### src/rtl/rf_wb_arbiter.sv
// Write-port arbiter for the register file: one holding entry each for the
// execute and load writeback sources, a registered write port and a busy map.
module rf_wb_arbiter #(
  parameter int STARVE_LIMIT = 3
) (
  input  logic        clk,
  input  logic        reset,
  input  logic        ex_valid,
  input  logic [4:0]  ex_waddr,
  input  logic [31:0] ex_wdata,
  output logic        ex_ready,
  input  logic        ld_valid,
  input  logic [4:0]  ld_waddr,
  input  logic [31:0] ld_wdata,
  output logic        ld_ready,
  output logic        rf_reg_wr,
  output logic [4:0]  rf_waddr,
  output logic [31:0] rf_wdata,
  output logic [31:0] busy
);

  localparam int SW = $clog2(STARVE_LIMIT + 1);
  localparam logic [SW-1:0] LIMIT = SW'(STARVE_LIMIT);

  logic          r_ex_v;
  logic [4:0]    r_ex_a;
  logic [31:0]   r_ex_d;
  logic          r_ld_v;
  logic [4:0]    r_ld_a;
  logic [31:0]   r_ld_d;
  // Age tag: 1 when the ex entry was accepted no later than the ld entry.
  logic          r_ex_older;
  logic [SW-1:0] r_starve;
  logic          r_wr;
  logic [4:0]    r_wa;
  logic [31:0]   r_wd;

  logic          w_grant_ex;
  logic          w_grant_ld;
  logic          w_ex_load;
  logic          w_ld_load;
  logic [31:0]   w_busy;

  // Grant depends only on held state, never on the incoming valids.
  always_comb begin
    w_grant_ex = 1'b0;
    w_grant_ld = 1'b0;
    if (r_ex_v && r_ld_v) begin
      if (r_ex_a == r_ld_a) w_grant_ex = r_ex_older;
      else                  w_grant_ex = (r_starve == LIMIT);
      w_grant_ld = !w_grant_ex;
    end else begin
      w_grant_ex = r_ex_v;
      w_grant_ld = r_ld_v;
    end
  end

  // Handshake: a write transfers at a rising edge when x_valid and x_ready are
  // both high; ready means the entry is empty or is being drained this cycle.
  assign ex_ready  = reset & (!r_ex_v | w_grant_ex);
  assign ld_ready  = reset & (!r_ld_v | w_grant_ld);
  // Writes to x0 complete the handshake but are dropped here.
  assign w_ex_load = ex_valid & ex_ready & (ex_waddr != 5'd0);
  assign w_ld_load = ld_valid & ld_ready & (ld_waddr != 5'd0);

  always_ff @(posedge clk) begin
    if (!reset) begin
      r_ex_v     <= 1'b0;
      r_ld_v     <= 1'b0;
      r_ex_older <= 1'b1;
      r_starve   <= '0;
      r_wr       <= 1'b0;
      r_wa       <= 5'd0;
      r_wd       <= 32'd0;
    end else begin
      if (w_ex_load) begin
        r_ex_v <= 1'b1;
        r_ex_a <= ex_waddr;
        r_ex_d <= ex_wdata;
      end else if (w_grant_ex) begin
        r_ex_v <= 1'b0;
      end
      if (w_ld_load) begin
        r_ld_v <= 1'b1;
        r_ld_a <= ld_waddr;
        r_ld_d <= ld_wdata;
      end else if (w_grant_ld) begin
        r_ld_v <= 1'b0;
      end
      // Same-edge arrivals count ex as older so the ld value lands last.
      if (w_ex_load && !w_ld_load)      r_ex_older <= 1'b0;
      else if (w_ld_load)               r_ex_older <= 1'b1;

      if (r_ex_v && !w_grant_ex) begin
        if (r_starve != LIMIT) r_starve <= r_starve + 1'b1;
      end else begin
        r_starve <= '0;
      end

      r_wr <= w_grant_ex | w_grant_ld;
      if (w_grant_ex) begin
        r_wa <= r_ex_a;
        r_wd <= r_ex_d;
      end else if (w_grant_ld) begin
        r_wa <= r_ld_a;
        r_wd <= r_ld_d;
      end
    end
  end

  always_comb begin
    w_busy = 32'd0;
    if (r_ex_v) w_busy[r_ex_a] = 1'b1;
    if (r_ld_v) w_busy[r_ld_a] = 1'b1;
    if (r_wr)   w_busy[r_wa]   = 1'b1;
    w_busy[0] = 1'b0;
  end

  assign rf_reg_wr = r_wr;
  assign rf_waddr  = r_wa;
  assign rf_wdata  = r_wd;
  assign busy      = w_busy;

endmodule
### config.mk
export PLATFORM = sky130hd
export DESIGN_NAME = rf_wb_arbiter
export DESIGN_NICKNAME = d
export VERILOG_FILES = /design/src/rtl/rf_wb_arbiter.sv
export SDC_FILE = /design/constraint.sdc
export NUM_CORES = 1
export LEC_CHECK = 0
export ABC_CLOCK_PERIOD_IN_PS = 6100
export CELL_PAD_IN_SITES_DETAIL_PLACEMENT = 1
export CELL_PAD_IN_SITES_GLOBAL_PLACEMENT = 1
export CORE_MARGIN = 10
export CORE_UTILIZATION = 38
export CTS_BUF_LIST = sky130_fd_sc_hd__clkbuf_8
export DETAILED_ROUTE_END_ITERATION = 12
export GPL_ROUTABILITY_DRIVEN = 0
export PLACE_DENSITY_LB_ADDON = 0.1
export SLEW_MARGIN = 30
export SYNTH_ARGS = -nofsm -noshare
export SYNTH_HDL_FRONTEND = slang
export SYNTH_SLANG_ARGS = --single-unit
### constraint.sdc
create_clock -name clk -period 6.1 [get_ports clk]
set_clock_uncertainty 0.1 [all_clocks]
set_input_delay 0.61 -clock clk [delete_from_list [all_inputs] [get_ports clk]]
set_output_delay 0.61 -clock clk [all_outputs]
set_load 0.1 [all_outputs]
# Word-level counts from Yosys, hierarchy flattened

Index checks and enable logic that the tools add are counted.

Register bits after elaboration: 117
Bits of input ports: 78

$add $sub $neg: 1
$lt $le $gt $ge: 6
Eq/ne operators: 3
Mux-type cells: 23
Bitwise gates (word level): 11
Reductions and logical operators: 20

Operators with widths:

| operator                                             | count |
|---|---|
| two-way mux 32 bit                                   | 5 |
| OR 32 bit                                            | 2 |
| < comparator 5 x 6 -> 1 bit (second input constant)  | 3 |
| demux 1 bit (select 5 bit)                           | 3 |
| >= comparator 5 x 1 -> 1 bit (second input constant) | 3 |
| two-way mux 1 bit                                    | 13 |
| two-way mux 5 bit                                    | 2 |
| nonzero test 5 bit                                   | 2 |
| nonzero test 2 bit                                   | 4 |
| AND 1 bit                                            | 6 |
| logical AND 1 bit                                    | 6 |
| AND reduction 2 bit                                  | 3 |
| equality test 5 bit                                  | 1 |
| logical NOT 1 bit                                    | 5 |
| OR 1 bit                                             | 3 |
| adder 2 x 1 -> 2 bit (second input constant)         | 1 |
| equality test 2 bit (second input constant)          | 1 |
| inequality test 2 bit (second input constant)        | 1 |

# Depth between registers and ports, before layout

Depth in word-level cells: 12
Gate-level depth with buffers: 8

# Worst setup path after synthesis

OpenSTA, ideal clock, no wires.

Path kind: reg-to-reg
From: reg r_ld_a[3]
To: reg r_ex_a[0] (enable)
Library setup time: 0.477 ns
Arrival time: 3.840 ns
Path slack: 1.682 ns
Stages on the path, launching flop included: 7
Period minus slack after synthesis: 4.418 ns
Path through: edfxtp_1 > buf_4 > xnor2_1 > and3_4 > a21boi_0 > nor3_1 > nor3_1

Cells in the longest elaborated chain, start to end: 9

Ends and longest elaborated chain:

| element                              | line | RTL |
|---|---|---|
| start, declared                      | 29   | `logic [4:0] r_ld_a;` |
| start signal, assigned               | 85   | `r_ld_a <= ld_waddr;` |
| equality test 5 bit                  | 49   | `if (r_ex_a == r_ld_a) w_grant_ex = r_ex_older;` |
| two-way mux 1 bit                    | 49   |  |
| two-way mux 1 bit (2 in a row)       | 48   | `if (r_ex_v && r_ld_v) begin` |
| OR 1 bit                             | 60   | `assign ex_ready = reset & (!r_ex_v \| w_grant_ex);` |
| AND 1 bit                            | 60   |  |
| AND 1 bit (2 in a row)               | 63   | `assign w_ex_load = ex_valid & ex_ready & (ex_waddr != 5'd0);` |
| AND reduction 2 bit (no source line) | n/a  |  |
| end signal, assigned                 | 78   | `r_ex_a <= ex_waddr;` |
| end, declared                        | 26   | `logic [4:0] r_ex_a;` |

Every way passes these cells. The select of a mux whose other input is x is not followed.
A chain may end at the register's enable or synchronous reset.

# Final worst setup path

From: reg r_ld_a[2]
To: out ld_ready

Cells in the longest elaborated chain, start to end: 7

Ends and longest elaborated chain:

| element             | line | RTL |
|---|---|---|
| equality test 5 bit | 49   |  |
| two-way mux 1 bit   | 49   |  |
| two-way mux 1 bit   | 48   |  |
| logical NOT 1 bit   | 51   | `w_grant_ld = !w_grant_ex;` |
| two-way mux 1 bit   | 48   |  |
| OR 1 bit            | 61   | `assign ld_ready = reset & (!r_ld_v \| w_grant_ld);` |
| AND 1 bit           | 61   |  |
| end, declared       | 15   | `output logic ld_ready,` |

Every way passes these cells. The select of a mux whose other input is x is not followed.

==> impl_results.md <==
- Outcome: finished, final reports clean
- Total Routed Length: 16.8 mm
- Power per cell area: 282 nW/µm²
- Synth area leaders: edfxtp_1, dfxtp_1, nand2_1, o211ai_2, o211ai_1
- CP Cell Sequence: xor2_1 -> nor2_1 -> a21boi_0 -> o21ba_2 -> nor2_1 -> clkdlybuf4s50_1
- Die area: 19000 µm²
- Antenna Violating Nets Remaining: 0
- Synthesized net count: 560
- Placed cell areas: 6860 µm²
- Arrival time at the worst endpoint: 3350 ps
- Total number of vias: 4341
- Gr usage total: 17.7%
- RSZ-0062 raised after global routing: false
- Least-Margin Pin Slew: 1030 ps
- Area occupied by multi-input gates: 2020 µm²
- Row cnt: 43
- Initial DRC Count: 240
- Synth area leader: edfxtp_1
- Setup Buffers After CTS: 0
- Post-Syn Area: 5280 µm²
- Worst IR Drop VDD: 0.000147 V
- EDFF count, synth: 74
- Endpoints failing hold: 0
- Syn. warnings: 0
- CTS tree: done
- Synthesized instance count: 481
- Post-CTS Hold Buffers: 0
- DR WL/cell: 20.9 µm
- Worst-Skew Late Latency: 430 ps
- Post-synth top area share: 42.1%
- Vias per inst: 5.38
- LEAKAGE: 2.66 nW
- Mean area per synthesized cell: 11.0 µm²
- Most frequent CP cell: nor2_1
- Min-delay worst type: reg2reg
- Antenna cell count: 0
- CP Class: reg2out
- Crit path buf inv count: 1
- Achievable Freq: 246 MHz
- Crit-path slowest cell: clkdlybuf4s50_1
- # clock sinks: 117
- Cell area after layout: 7260 µm²
- H-tree levels: 4
- Minimum clock period after layout: 4060 ps
- Detailed Routing Iterations Pass 1: 4
- Max FO, Critical Path: 10
- HPWL after DPL: 11.9 mm
- Sum of negative setup slack: 0 ps
- Fillers: 1468
- FF+latch area: 3080 µm²
- First-pass GRT wire length: 25.8 mm
- Crit start category: register
- Post-synthesis register bit count: 117
- Vias in the first global route: 4813
- Ports: 150
- Gr ovfl total: 0
- Die W: 138 µm
- Tcrit/Tclk final: 66.6%
- Layout Nets: 693
- Starting density of the core: 38.5%
- Num CTS Buffers: 17
- Max Cap Violations: 0
- Initial antenna violation count: 0
- Fraction of registers with async set/reset: 0%
- Critical Path Sink Type: output pin
- Pins Over Slew Limit: 0
- Area delta synth->final: 37.6%
- Core footprint: 13700 µm²
- Unique masters post-synth: 37
- CTS max path bufs: 2
- Clock-pin slew on the worst setup and hold paths: 70 ps
- Largest net degree at the start of global routing: 65
- Post-synthesis sequential area ratio: 58.4%
- Family with the most delay on the worst path: buffers and inverters
- Die Span Y: 138 µm
- Final setup fails: 0
- Ratio of cells with drive above 1 in the final layout: 12.1%
- # port buffers: 148
- Resize count post-CTS: 0
- CP required: 5390 ps
- Worst path max stage delay: 1150 ps
- Clk root buf: clkbuf_8
- Prevailing post-synth register cell: edfxtp_1
- Rel. slew slack: 31.0%
- Drt drc: 0
[worst register-to-register path, cell delays in order, from the launching register on]
cell	delay [ps]
edfxtp_1	530
xor2_1	220
nor2_1	360
a41o_2	780
or2_4	700
o211ai_1	210
[cells in the mapped netlist (2+ instances only)]
cell type and instances:
nor3b_1 12, clkbuf_1 22, buf_6 4, o211ai_1 45, a222oi_1 2, edfxtp_1 74, nor2_1 12, inv_1 3
a22oi_1 29, or4_1 2, nor3_1 7, xor2_1 3, o211ai_2 30, a21oi_1 2, and3b_1 8, buf_2 10
xnor2_1 3, nand2_1 140, o21ai_0 4, dfxtp_1 43, buf_4 3, and3_1 8
[placed cells by master, fill, tap and decap left out, types with 5 or more instances in the layout]
cell type,count
inv_1,5
and3b_1,8
nand2_1,140
clkbuf_8,21
edfxtp_1,74
clkdlybuf4s50_1,148
nor3_1,5
buf_4,5
clkinv_2,5
a22oi_1,29
o211ai_2,30
and3_1,8
nor3b_1,11
nor2_1,11
o211ai_1,45
dfxtp_1,43
[worst paths after layout]
check | from | endpoint | slack, ps | cells past startpoint
worst max-delay path | r_ld_a[2] | ld_ready | 2040 | 6
worst min-delay path | rf_wdata[25] | rf_wdata[25] | 380 | 2
worst max register to register | r_ld_a[2] | rf_wdata[3] | 3050 | 5
worst min register to register | rf_wdata[25] | rf_wdata[25] | 380 | 2
[power by group]
group,total (mW),internal (mW),switching [mW]
sequential,0.924,0.891,0.0339
clock,0.708,0.400,0.308
combinational,0.417,0.119,0.298
total,2.05,1.41,0.640
[sequential cells by signal (all words and copies together) (netlist names)]
signal and flops:
rf_waddr 5, r_ex_a 5, r_ex_v 1, r_ld_d 32, rf_wdata 32, r_ex_older 1
rf_reg_wr 1, r_starve 2, r_ld_a 5, r_ld_v 1, r_ex_d 32
[through the flow]
step / power, mW / cells / utilization (%) / hold slack [ps] / setup slack [ps]
finish: 2.05 / 807 / 53.0 / 375 / 2040
CTS: 2.07 / 807 / 52.9 / 375 / 2000
detailed placement: 1.36 / 775 / 50.0 / 350 / 2500
global route: 2.13 / 807 / 53.0 / 415 / 1840
floorplan: 1.22 / 481 / - / 390 / 1680
global placement: 1.35 / 775 / 50.0 / 347 / 2620
[cell type report]
class,count,share of cell area (%)
Multi-Input combinational cell,321,27.9
Inverter,4,0.207
Tap cell,180,3.10
Sequential cell,117,42.4
Clock buffer,21,3.98
Clock inverter,11,1.50
Timing Repair Buffer,153,20.9
[layer usage]
metal / global-route usage, % / up-vias / part of all wire [%] / routed length [µm]
met1: 20.2 / 2118 / 40 / 6780
met2: 30.2 / 163 / 50 / 8490
met5: 0 / - / 0 / 0
met3: 5.94 / 25 / 7.7 / 1290
li1: - / 2035 / - / -
met4: 6.43 / 0 / 1.7 / 282
[logic make-up (layout without fill, tap and decap cells)]
| kind of cell | count (synthesis) | count (layout) | synth area share (%) |
|---|---|---|---|
| XOR/XNOR | 6 | 6 | 0.996 |
| buffers and inverters | 43 | 189 | 4.08 |
| adder cells (fa/ha/maj) | 1 | 1 | 0.237 |
| flip-flops | 117 | 117 | 58.4 |
| AO/OA/AOI/OAI | 118 | 118 | 19.5 |
| multiplexers | 1 | 1 | 0.213 |
| AND/OR/NAND/NOR | 194 | 194 | 16.5 |
| other | 1 | 1 | 0.0710 |
Power figures use the tool's default switching activity.
